===== src/rtl/axis_rr_arbiter.sv =====
// Packet-granular round-robin AXI-Stream arbiter with a registered output stage.
// Define AXIS_RR_ARBITER_TID_EN to add m_axis_tid, the source index of each output beat.
module axis_rr_arbiter #(
  parameter int NUM_INPUTS = 4,
  parameter int DATA_WIDTH = 32,
  localparam int SEL_WIDTH = $clog2(NUM_INPUTS)
) (
  input  logic                             clk,
  input  logic                             reset,
  input  logic [NUM_INPUTS-1:0]            s_axis_tvalid,
  input  logic [NUM_INPUTS*DATA_WIDTH-1:0] s_axis_tdata,
  input  logic [NUM_INPUTS-1:0]            s_axis_tlast,
  output logic [NUM_INPUTS-1:0]            s_axis_tready,
  output logic                             m_axis_tvalid,
  output logic [DATA_WIDTH-1:0]            m_axis_tdata,
  output logic                             m_axis_tlast,
  input  logic                             m_axis_tready,
  output logic                             busy
`ifdef AXIS_RR_ARBITER_TID_EN
  ,
  output logic [SEL_WIDTH-1:0]             m_axis_tid
`endif
);

  typedef enum logic [1:0] {
    IDLE = 2'd0,
    BUSY = 2'd1
  } state_t;

  state_t                state, state_next;
  logic [SEL_WIDTH-1:0]  grant, grant_next;
  logic [SEL_WIDTH-1:0]  last_grant, last_grant_next;
  logic [SEL_WIDTH-1:0]  winner, start, cand;
  logic                  found;
  int                    idx;
  logic                  load_en;
  logic                  accept;
  logic [DATA_WIDTH-1:0] sel_data;
  logic                  sel_last;

  assign load_en = ~m_axis_tvalid | m_axis_tready;
  assign busy    = (state == BUSY);
  assign accept  = |(s_axis_tvalid & s_axis_tready);

  always_comb begin
    s_axis_tready = '0;
    for (int i = 0; i < NUM_INPUTS; i++) begin
      s_axis_tready[i] = (state == BUSY) && (grant == SEL_WIDTH'(i)) && load_en;
    end
  end

  always_comb begin
    sel_data = '0;
    sel_last = 1'b0;
    for (int i = 0; i < NUM_INPUTS; i++) begin
      if (grant == SEL_WIDTH'(i)) begin
        sel_data = s_axis_tdata[i*DATA_WIDTH +: DATA_WIDTH];
        sel_last = s_axis_tlast[i];
      end
    end
  end

  // Wrap by explicit compare so non-power-of-two sizes never index past NUM_INPUTS-1.
  always_comb begin
    winner = '0;
    found  = 1'b0;
    idx    = 0;
    cand   = '0;
    start  = (last_grant == SEL_WIDTH'(NUM_INPUTS - 1)) ? '0 : last_grant + 1'b1;
    for (int k = 0; k < NUM_INPUTS; k++) begin
      idx = int'(start) + k;
      if (idx >= NUM_INPUTS) idx = idx - NUM_INPUTS;
      cand = SEL_WIDTH'(idx);
      if (!found && s_axis_tvalid[cand]) begin
        winner = cand;
        found  = 1'b1;
      end
    end
  end

  always_comb begin
    state_next      = state;
    grant_next      = grant;
    last_grant_next = last_grant;
    case (state)
      IDLE: begin
        if (|s_axis_tvalid) begin
          grant_next = winner;
          state_next = BUSY;
        end
      end
      BUSY: begin
        if (accept && sel_last) begin
          last_grant_next = grant;
          state_next      = IDLE;
        end
      end
      default: state_next = IDLE;
    endcase
  end

  always_ff @(posedge clk) begin
    if (reset) begin
      state      <= IDLE;
      grant      <= '0;
      last_grant <= SEL_WIDTH'(NUM_INPUTS - 1);
    end else begin
      state      <= state_next;
      grant      <= grant_next;
      last_grant <= last_grant_next;
    end
  end

  always_ff @(posedge clk) begin
    if (reset) begin
      m_axis_tvalid <= 1'b0;
      m_axis_tdata  <= '0;
      m_axis_tlast  <= 1'b0;
    end else if (load_en) begin
      if (accept) begin
        m_axis_tvalid <= 1'b1;
        m_axis_tdata  <= sel_data;
        m_axis_tlast  <= sel_last;
      end else begin
        m_axis_tvalid <= 1'b0;
      end
    end
  end

`ifdef AXIS_RR_ARBITER_TID_EN
  always_ff @(posedge clk) begin
    if (reset) begin
      m_axis_tid <= '0;
    end else if (load_en && accept) begin
      m_axis_tid <= grant;
    end
  end
`else
  // Source index is not tracked in this build.
`endif

endmodule


===== config.mk =====
export PLATFORM = sky130hd
export DESIGN_NAME = axis_rr_arbiter
export DESIGN_NICKNAME = d
export VERILOG_FILES = /design/src/rtl/axis_rr_arbiter.sv
export SDC_FILE = /design/constraint.sdc
export NUM_CORES = 1
export LEC_CHECK = 0
export CAP_MARGIN = 20
export CORE_MARGIN = 3
export CORE_UTILIZATION = 32
export DETAILED_ROUTE_END_ITERATION = 6
export PLACE_DENSITY = 0.86
export SYNTH_ARGS = -nofsm -noshare
export SYNTH_HDL_FRONTEND = slang
export SYNTH_SLANG_ARGS = --single-unit

===== constraint.sdc =====
create_clock -name clk -period 2 [get_ports clk]
set_clock_uncertainty 0.15 [all_clocks]
set_input_delay 0.4 -clock clk [delete_from_list [all_inputs] [get_ports clk]]
set_output_delay 0.4 -clock clk [all_outputs]
set_load 0.01 [all_outputs]

# == Word level (Yosys, flattened, before mapping) ==
# Index checks and enable logic that the tools add are counted.
# totals
regBits,40
input_bits,139
out_inout_bits,39
wordCells,87
# classes
add_sub_neg,8
n_lt_le_gt_ge,8
eq_ne,7
mux,32
n_bitwise,3
reduce_logical,23
# op_table
op,n
32-bit two-way mux,4
2-bit two-way mux,11
1-bit logical AND,12
"2-bit by 3-bit < comparator with 1-bit output, second input constant",4
1-bit two-way mux,12
"3-bit >= comparator, second input constant",3
1-bit binary-select mux with 2-bit select,4
2-bit AND reduction,4
4-bit OR reduction,2
"2-bit by 1-bit subtractor with 2-bit output, second input constant",4
"2-bit by 2-bit adder with 3-bit output, second input constant",2
"2-bit == test, second input constant",3
4-bit AND,1
"2-bit by 1-bit == test with 1-bit output, second input constant",2
2-bit zero test,2
2-bit case mux with 2 select lines,1
"2-bit by 1-bit adder with 3-bit output, second input constant",1
"2-bit by 3-bit >= comparator with 1-bit output, second input constant",1
1-bit zero test,3
"2-bit by 1-bit adder with 2-bit output, second input constant",1
"2-bit by 1-bit inequality test with 1-bit output, second input constant",1
"2-bit inequality test, second input constant",1
1-bit NOT,1
1-bit OR,1

# == Depth between registers and ports, before layout ==
# Gate-level depths: netlist (run 1).
# depth
word_depth,16
ltp_mapped,7

# == Worst setup path before layout (run 1) ==
# No wires, ideal clock.
# synth_path
kind,input port to flip-flop
start,input s_axis_tvalid[1]
end,register last_grant[0]
arrival_time_ns,1.704
required_time_ns,1.730
slack_ns,0.026
stages,6
path_cell_list,buf_4 mux4_2 and3_4 buf_6 and3_1 a211o_1
# synth_between
elab_chain_cells,4
# synth_rtl
item,line_no,text
"start, declared",10,"input logic [NUM_INPUTS-1:0] s_axis_tvalid,"
4-bit AND,43,assign accept = |(s_axis_tvalid & s_axis_tready);
4-bit OR reduction,43,
1-bit logical AND,93,if (accept && sel_last) begin
2-bit AND reduction (no line),-,
"end signal, assigned",106,last_grant <= SEL_WIDTH'(NUM_INPUTS - 1);
"end signal, assigned",110,last_grant <= last_grant_next;
"end, declared",32,"logic [SEL_WIDTH-1:0] last_grant, last_grant_next;"
# No other way between the ends.
# A chain may end at the register's enable or synchronous reset.

# == Worst setup path after layout (run 1) ==
# layout_path
start,input s_axis_tvalid[3]
end,register last_grant[0]
# Same word-level chain as after synthesis.

==> results by group, run 1 <==
Run status
  • Status: completed

STA
  • Minimum clock period after layout: 1.97 ns
  • Unrepaired setup endpoints after global routing: false
  • Slew Limit Fails: 0
  • Actual slew at the worst max-slew pin: 0.350 ns
  • Fin crit share: 0.987
  • Rel. slew slack: 0.767
  • Final setup viols: 0
  • Final Hold Viols: 0
  • Achievable Freq: roughly 510 MHz

Floorplan
  • DIE AREA: 8830 um2
  • Core footprint: 7370 um2
  • Die W: approximately 94 um
  • Initial core utilization: 0.336
  • Number of top-level pins: 178
  • Chip height: 94.0 um
  • # rows: 31

Power
  • Worst VDD drop: 307 uV
  • Sw Ratio: 0.302
  • Psw: between 700 and 800 uW
  • Lkg Pwr: 1.62 nW
  • Combinational power share: 0.442
  • Pwr per Cell Area: 565 nW/um2
  • Sequential Power Share: 0.355
  • Internal: approximately 1.8 mW
  • Design Power: 2.57 mW
  • Clk pwr share: 0.204

Placement
  • Buffers on Ports: 177
  • DP Area: 4430 um2
  • Detail Placement HPWL: 7430 um
  • GP Congestion: 0.913

Finish
  • Util after Layout: 0.617
  • Diode count: 0
  • Most common cell after layout, fill and taps aside: clkdlybuf4s50_1
  • Commonest cells after routing, fill and taps aside: clkdlybuf4s50_1 (172), nand2_1 (74), a21oi_1 (40)
  • Cell area after layout: 4550 um2
  • Layout cells sized above 1: 0.183
  • Area growth from synthesis to layout: 83.6%
  • Post-layout nets: 582

Logic synthesis
  • EDFF count, synth: 0
  • Syn Inst Count: 260
  • Net count after synthesis: 400
  • Mapped Avg Cell Area: 9.52 um2
  • Ys Warns: 0
  • Synth Register Bits: 39
  • Ys async rst share: 0
  • Synth top area share: 0.315
  • Most area-consuming cells after synthesis: dfxtp_1 (32%), mux4_2 (31%), nand2_1 (11%)
  • Yosys top cell by area: dfxtp_1
  • Seq/Total Area, Yosys: 0.315
  • Netlist cell types: 35
  • Top_reg_cell synth: dfxtp_1
  • Synthesized area: ~2500 um2

Hold path
  • Hold Path Class: reg -> reg
  • Hold Path End: m_axis_tdata[19]$_SDFFE_PP0P_
  • Min-Delay Path Depth: 2
  • Worst Min Path Start: m_axis_tdata[19]$_SDFFE_PP0P_

Drt
  • Avg Vias per Cell: ~5.1
  • 1st-iter DRT viols: a little over 50
  • Router iterations before antenna repair: 4
  • DRC viols: 0
  • Wire length per cell: 16.9 um
  • Post-route ant nets: 0
  • Vias: between 2000 and 3000
  • Total wire length: 9160 um

GRT
  • Vias in the first global route: 2876
  • First-pass GRT wire length: 13600 um
  • GRT Overall Usage: 0.199
  • GRT overflow: 0
  • Largest net degree at the start of global routing: 40
  • Initial antenna violation count: 0

Worst setup path
  • CP Class: in -> reg
  • Startpoint Class: input pin
  • Worst Reg2Reg Path Length in Cells: 4
  • Critical Path, Cell by Cell: clkdlybuf4s50_1 > mux4_2 > and3_4 > and3_1 > a211o_1
  • Cell family with most CP delay: multiplexers
  • CP Buf/Inv Count: 1
  • Critical Path RT: 2.03 ns
  • R2R Path End: last_grant[0]$_SDFFE_PP1P_
  • Arrival time worst endpoint: 2.01 ns
  • Critical path's largest stage delay: 0.51 ns
  • CP max stage cell: mux4_2
  • Crit-path max FO: 6
  • Reg2Reg Launch Point: grant[1]$_SDFFE_PP0P_
  • Worst setup EP type: flip-flop
  • FF-to-FF setup slack: 0.08 ns

Clocking
  • CTS Sinks: 39
  • H-tree depth: 2
  • CTS tree: yes
  • Root buf cell: clkbuf_8
  • Hold Buf Count CTS: 0
  • Worst-Skew Late Latency: between 0.2 and 0.3 ns
  • CTS clock-pin slew for the worst setup and hold paths: roughly 0.080 ns
  • Clock Tree Buf Depth: 2
  • Total CTS buffers: 5

Run
  • Maximum Capacitance Violations: 0
==> cells in the mapped netlist, types with 3 or more instances <==
master    count
nand2_1      75
a21oi_1      40
dfxtp_1      39
mux4_2       34
buf_2         9
clkbuf_1      8
nor2_1        8
and3_1        4
buf_1         3
buf_4         3
nor2b_1       3
==> power by group through the flow <==
| stage | registers [mW] | clock network [mW] | logic [mW] |
|---|---|---|---|
| 2_1_floorplan | 0.943 | 0 | 0.533 |
| 3_3_place_gp | 0.924 | 0 | 1.09 |
| 3_5_place_dp | 0.927 | 0 | 1.12 |
| 4_1_cts | 0.911 | 0.542 | 1.13 |
| 5_1_grt | 0.923 | 0.577 | 1.22 |
| 6_report | 0.910 | 0.524 | 1.13 |
==> tightest hold or removal path: stages (launching register included) <==
cell and delay, ns:
dfxtp_1 0.31, nand2_1 0.05, a21oi_1 0.05
==> metal layers <==
layer  GRT usage  wire [um]
met5           0          0
met1       0.201       3220
met2       0.377       4980
met4      0.0770        277
met3      0.0593        675
==> per-stage QoR <==
| stage | hold slack (ns) | worst slack (ns) | cells | setup TNS (ns) |
|---|---|---|---|---|
| 2_1_floorplan | 0.290 | 0.0264 | 260 | 0 |
| 3_5_place_dp | 0.297 | -0.478 | 532 | -9.07 |
| 3_3_place_gp | 0.293 | -0.384 | 532 | -7.35 |
| 5_1_grt | 0.324 | 0.0122 | 542 | 0 |
| 4_1_cts | 0.308 | 0.00401 | 540 | 0 |
| 6_report | 0.306 | 0.0264 | 542 | 0 |
==> logic make-up (layout without fill, tap and decap cells) <==
logic type	Yosys count	in the layout	synth area share
compound gates	52	52	0.119
simple gates	106	106	0.188
fa+ha+maj	1	1	0.00505
xor+xnor	1	1	0.00354
mux	35	35	0.314
flops	39	39	0.315
buf+inv	26	209	0.0546
==> registers in the layout (all words and copies together), names as in the netlist <==
register       count
m_axis_tlast       1
state              1
last_grant         2
m_axis_tdata      32
grant              2
m_axis_tvalid      1
==> layout make-up <==
type | instances | area (um2)
clock buffer | 5 | 68.8
clock inverter | 3 | 15.0
fill | 629 | 2820
inverter | 1 | 3.75
multi-input combinational | 195 | 1600
sequential | 39 | 783
tap | 99 | 124
timing repair buffer | 200 | 1950
==> worst max-delay path by stage <==
| stage | from | to | slack [ns] | depth (start not counted) |
|---|---|---|---|---|
| after detailed placement | m_axis_tready | s_axis_tready[3] | -0.48 | 5 |
| after global placement | m_axis_tready | s_axis_tready[3] | -0.38 | 5 |
| after CTS | m_axis_tready | s_axis_tready[0] | 0.004 | 5 |
| final | s_axis_tvalid[3] | last_grant[0]$_SDFFE_PP1P_ | 0.03 | 5 |
| after floorplan | s_axis_tvalid[1] | last_grant[0]$_SDFFE_PP1P_ | 0.03 | 6 |
| after global routing | s_axis_tvalid[3] | last_grant[1]$_SDFFE_PP1P_ | 0.01 | 5 |
==> repair_timing <==
action | in CTS | in global routing
hold endpoints to repair | 0 | 0
pin swaps | 0 | 1
setup buffers | 0 | 2
setup endpoints to repair | 4 | 5
gates resized for setup | 19 | 7
No activity file was read; power rests on OpenSTA's default activity.
==> run 2, diff against run 1 <==
==> constraint.sdc (replaced) <==
create_clock -name clk -period 2 [get_ports clk]
set_clock_uncertainty 0.15 [all_clocks]
set_input_delay 0.4 -clock clk [delete_from_list [all_inputs] [get_ports clk]]
set_output_delay 0.4 -clock clk [all_outputs]
set_load 0.02 [all_outputs]
==> run 2 against run 1 <==
The flow now finishes with violations (setup timing). Worst setup slack got worse by 0.031 ns. Non-clock buffer count down 3. Via count fell by 2.8%. Die area is the same. Sequential cell count unchanged. Clock power is 30% higher. Register-to-register slack lost 0.02 ns. Cell count is 0.55% lower. Sequential power about the same. Utilization grew 0.15 points. Count of clock-buffer cells in the layout up 1. Global-route usage down 1.2 points.
==> results by group, run 2 (same netlist as run 1, synthesis figures left out) <==
Power
  • Worst VDD drop: 355 uV
  • Design Power: 2.76 mW
  • Lkg Pwr: 1.61 nW
  • Pwr per Cell Area: 606 nW/um2

Floorplan
  • Chip height: 94.0 um
  • Die W: 94.0 um
  • Core footprint: 7370 um2
  • Number of top-level pins: 178
  • DIE AREA: 8830 um2
  • Initial core utilization: 0.336
  • # rows: 31

Clocking
  • CTS tree: yes
  • Root buf cell: clkbuf_8
  • Hold Buf Count CTS: 0
  • Clock Tree Buf Depth: 2
  • CTS Sinks: 39
  • Total CTS buffers: 5
  • H-tree depth: 2
  • CTS clock-pin slew for the worst setup and hold paths: around 0.08 ns
  • Worst-Skew Late Latency: 0.28 ns

Worst setup path
  • Arrival time worst endpoint: between 1 and 1.5 ns
  • Critical Path RT: 1.45 ns
  • Critical Path, Cell by Cell: clkdlybuf4s50_1 > nand2b_4 > nand2_1 > nor3_1 > buf_2
  • Crit-path max FO: 3
  • CP max stage cell: clkdlybuf4s50_1
  • Critical path's largest stage delay: between 0.4 and 0.5 ns
  • CP Class: in -> out
  • Worst setup EP type: output pin
  • Startpoint Class: input pin

Finish
  • Max FFs per register: 32
  • Post-layout nets: 579
  • Util after Layout: 0.618
  • Diode count: 0
  • Commonest cells after routing, fill and taps aside: clkdlybuf4s50_1 (173), nand2_1 (75), a21oi_1 (40)
  • Layout cells sized above 1: 0.175
  • Largest reg by FF count: m_axis_tdata
  • Area growth from synthesis to layout: 84.0%
  • Top flop regs: m_axis_tdata x32, grant x2, last_grant x2
  • Most common cell after layout, fill and taps aside: clkdlybuf4s50_1

Placement
  • Buffers on Ports: 177
  • DP Worst Slack: -0.475 ns
  • GP Congestion: 0.878
  • Detail Placement HPWL: 7070 um

STA
  • Final Hold Viols: 0
  • Fin crit share: 1.00
  • Unrepaired setup endpoints after global routing: true
  • Final Worst Setup Slack: -0.00470 ns
  • Slew Limit Fails: 0
  • Final setup viols: 1
  • Rel. slew slack: 0.769
  • Achievable Freq: 499 MHz
  • Actual slew at the worst max-slew pin: 0.346 ns
  • Minimum clock period after layout: ~2 ns

Run status
  • Status: finished, violations left
  • Failing checks: setup timing

Drt
  • Vias: 2710
  • Post-route ant nets: 0
  • Total wire length: 8660 um
  • 1st-iter DRT viols: 79
  • Avg Vias per Cell: 5.03
  • Wire length per cell: 16.1 um
  • DRC viols: 0
  • Router iterations before antenna repair: 4

GRT
  • GRT Overall Usage: 0.187
  • Initial antenna violation count: 0
  • First-pass GRT wire length: 12900 um
  • Vias in the first global route: 2679
  • Largest net degree at the start of global routing: 27
  • GRT overflow: 0

Run
  • Maximum Capacitance Violations: 0

Hold path
  • Hold Path Class: reg -> reg
==> run 2: changes by cell type in the layout (fill, tap and decap cells not counted), sizes merged <==
cell	delta
buf	-3
bufinv	+1
clkbuf	+1
clkinv	-2
dlymetal6s2s	-1
clkdlybuf4s50	+1
==> run 2: timing repair <==
action / in CTS / in global routing
resized for setup: 20 / 10
setup buffers: 0 / 1
endpoints found under the setup margin: 4 / 19
==> run 2: final cells by class <==
cell class                 count  area (um2)
fill                         637        2810
timing repair buffer         197        1930
multi-input combinational    195        1600
clock buffer                   6        82.6
clock inverter                 2        35.0
inverter                       1        3.75
tap                           99         124
sequential                    39         783
==> run 2: path summary, 6_finish.rpt <==
check | from | end | slack (ns) | cells past startpoint
worst max-delay path | m_axis_tready | s_axis_tready[0] | -0.005 | 5
worst min-delay path | m_axis_tdata[15]$_SDFFE_PP0P_ | m_axis_tdata[15]$_SDFFE_PP0P_ | 0.30 | 2
worst max register to register | last_grant[0]$_SDFFE_PP1P_ | grant[1]$_SDFFE_PP0P_ | 0.06 | 6
worst min register to register | m_axis_tdata[15]$_SDFFE_PP0P_ | m_axis_tdata[15]$_SDFFE_PP0P_ | 0.30 | 2
==> run 2: routing by layer <==
metal / share of wire / up-vias / GRT usage
met5: 0 / - / 0
li1: - / 1312 / -
met2: 0.54 / 127 / 0.358
met4: 0.017 / 0 / 0.0469
met1: 0.36 / 1257 / 0.200
met3: 0.085 / 14 / 0.0497
==> run 2: stage by stage <==
step | instances | hold WS, ns | TNS [ns] | area (um2)
6_report | 539 | 0.303 | -0.00470 | 4560
5_1_grt | 539 | 0.321 | -0.104 | 4560
4_1_cts | 538 | 0.307 | 0 | 4510
3_5_place_dp | 530 | 0.296 | -8.37 | 4400
3_3_place_gp | 530 | 0.292 | -8.32 | 4400
2_1_floorplan | 260 | 0.290 | 0 | 2480
==> run 2: critical path: cells and delay by family <==
family / cells / cell delay, ns
simple gates: 3 / 0.39
buf+inv: 2 / 0.67
==> run 2: report_power, final <==
group | switching (mW) | total (mW) | internal (mW) | leakage, nW
Sequential | 0.0535 | 0.908 | 0.854 | 0.320
Clock | 0.277 | 0.681 | 0.404 | 0.0612
Combinational | 0.480 | 1.17 | 0.692 | 1.23
==> run 3, diff against run 2 <==
Settings changed: CORE_MARGIN 3 to unset, PLACE_DENSITY 0.86 to 0.81.
==> run 3 against run 2 <==
Cell area is 0.14% lower. Utilization is 0.085 points lower. Global-route usage is 2.2 points higher. The flow now finishes without violations. Cell count is 0.19% higher. Largest cell class unchanged. First-iteration DRC count is 28% lower. Non-clock buffer count is 1 higher. Hold slack better by 0.00066 ns. Sequential power hardly changed. Total power is 3.8% lower. Sequential share of layout area hardly changed. Die area is 8.3% lower. Critical path type is now in -> reg. Via count is 1.7% higher.
==> results by group, run 3 (same netlist as run 1, synthesis figures left out) <==
Worst setup path
  • FF-to-FF setup slack: 0.10 ns
  • Worst Reg2Reg Path Length in Cells: 4
  • Crit-path max FO: 5
  • Startpoint Class: input pin
  • Reg2Reg Launch Point: grant[1]$_SDFFE_PP0P_
  • CP Class: in -> reg
  • Worst setup EP type: flip-flop
  • R2R Path End: last_grant[0]$_SDFFE_PP1P_
  • Arrival time worst endpoint: 1.96 ns
  • Critical Path RT: 2.02 ns
  • Crit path capture: last_grant[0]$_SDFFE_PP1P_
  • Crit path from: s_axis_tvalid[3]

Placement
  • Detail Placement HPWL: 6610 um
  • GP Congestion: between 0.8 and 0.9
  • Buffers on Ports: 177
  • Placed Cells: 531

Power
  • Lkg Pwr: 1.62 nW
  • Worst VDD drop: 279 uV
  • Pwr per Cell Area: 583 nW/um2
  • Design Power: approximately 2.7 mW

Clocking
  • Total CTS buffers: 5
  • CTS Sinks: 39
  • H-tree depth: 2
  • Clock Tree Buf Depth: 2
  • Worst-Skew Late Latency: 0.28 ns
  • Hold Buf Count CTS: 0
  • Root buf cell: clkbuf_8
  • CTS clock-pin slew for the worst setup and hold paths: around 0.07 ns
  • CTS tree: yes

Finish
  • Area growth from synthesis to layout: 83.8%
  • Fin cells: 540
  • Largest reg by FF count: m_axis_tdata
  • Layout cells sized above 1: 0.172
  • Top flop regs: m_axis_tdata x32, grant x2, last_grant x2
  • Most common cell after layout, fill and taps aside: clkdlybuf4s50_1
  • Diode count: 0
  • Post-layout nets: 580
  • Commonest cells after routing, fill and taps aside: clkdlybuf4s50_1 (172), nand2_1 (75), a21oi_1 (40)
  • Max FFs per register: 32
  • Layout filler cell count: 649

GRT
  • Largest net degree at the start of global routing: 40
  • Vias in the first global route: around 2900
  • GRT met2 Usage: 0.396
  • Grt met3 use: 0.0558
  • Initial antenna violation count: 0
  • Met1 Usage GRT: 0.221
  • First-pass GRT wire length: 13500 um
  • Most used routing layer: met2
  • GRT overflow: 0
  • GRT Overall Usage: 0.209

STA
  • Actual slew at the worst max-slew pin: just under 0.3 ns
  • Minimum clock period after layout: approximately 1.9 ns
  • Slew Limit Fails: 0
  • Fin crit share: 0.969
  • Final setup viols: 0
  • Final Hold Viols: 0
  • Rel. slew slack: 0.804
  • Achievable Freq: 516 MHz

Run status
  • Status: completed

Drt
  • Vias: 2756
  • Wire length per cell: 15.3 um
  • 1st-iter DRT viols: 57
  • Total wire length: approximately 8300 um
  • Router iterations before antenna repair: 4
  • Avg Vias per Cell: 5.10
  • Post-route ant nets: 0
  • DRC viols: 0

Floorplan
  • DIE AREA: 8090 um2
  • # rows: 31
  • Die W: 90.0 um
  • Core footprint: ~7400 um2
  • Number of top-level pins: around 180
  • Chip height: roughly 90 um
  • Initial core utilization: 0.336

Run
  • Maximum Capacitance Violations: 0

Hold path
  • Hold Path Class: reg -> reg
  • Worst Min Path Start: m_axis_tdata[30]$_SDFFE_PP0P_
[run 3: power breakdown]
part | switching (mW) | internal [mW] | leakage, nW
registers | 0.0567 | 0.855 | 0.320
logic | 0.472 | 0.699 | 1.25
clock network | 0.258 | 0.315 | 0.0515
total | 0.787 | 1.87 | 1.62
[run 3: final cells by class]
type / count / area, um2 / share of cell area
Tap cell: 99 / 124 / 0.0272
Sequential cell: 39 / 783 / 0.172
Multi-Input combinational cell: 195 / 1590 / 0.350
Inverter: 1 / 3.75 / 0.000825
Timing Repair Buffer: 198 / 1950 / 0.428
Clock buffer: 8 / 100 / 0.0220
[run 3: stage by stage]
stage	setup slack (ns)	area [um2]	hold slack [ns]	utilization	setup TNS (ns)
2_1_floorplan	0.0264	2480	0.290	-	0
3_3_place_gp	-0.438	4420	0.291	0.599	-6.70
3_5_place_dp	-0.461	4420	0.296	0.599	-7.95
4_1_cts	0.0125	4510	0.306	0.612	0
5_1_grt	-0.0388	4550	0.323	0.617	-0.0388
6_report	0.0615	4550	0.304	0.617	0
[run 3: what timing repair did]
item,in CTS,in global routing
setup endpoints to repair,4,5
resized for setup,21,8
setup buffers,0,1
pin swaps,0,1
[run 3: how the worst min path moves through the flow]
stage | endpoint | cells after the start | slack (ns)
floorplan | last_grant[1]$_SDFFE_PP1P_ | 1 | 0.29
global placement | m_axis_tdata[27]$_SDFFE_PP0P_ | 2 | 0.29
detailed placement | m_axis_tdata[27]$_SDFFE_PP0P_ | 2 | 0.30
CTS | m_axis_tdata[27]$_SDFFE_PP0P_ | 2 | 0.31
global route | m_axis_tdata[27]$_SDFFE_PP0P_ | 2 | 0.32
finish | m_axis_tdata[30]$_SDFFE_PP0P_ | 2 | 0.30
[run 3: critical path, cell delays in order]
cell	delay [ns]
clkdlybuf4s50_1	0.43
mux4_2	0.49
and3_4	0.22
and3_1	0.16
a211o_1	0.26
[run 3: layer usage]
metal | wire, um | vias up | share of wire
met5 | 0 | - | 0
met4 | 212 | 0 | 0.026
met3 | 651 | 19 | 0.079
met2 | 4500 | 136 | 0.54
met1 | 2900 | 1291 | 0.35
li1 | - | 1310 | -
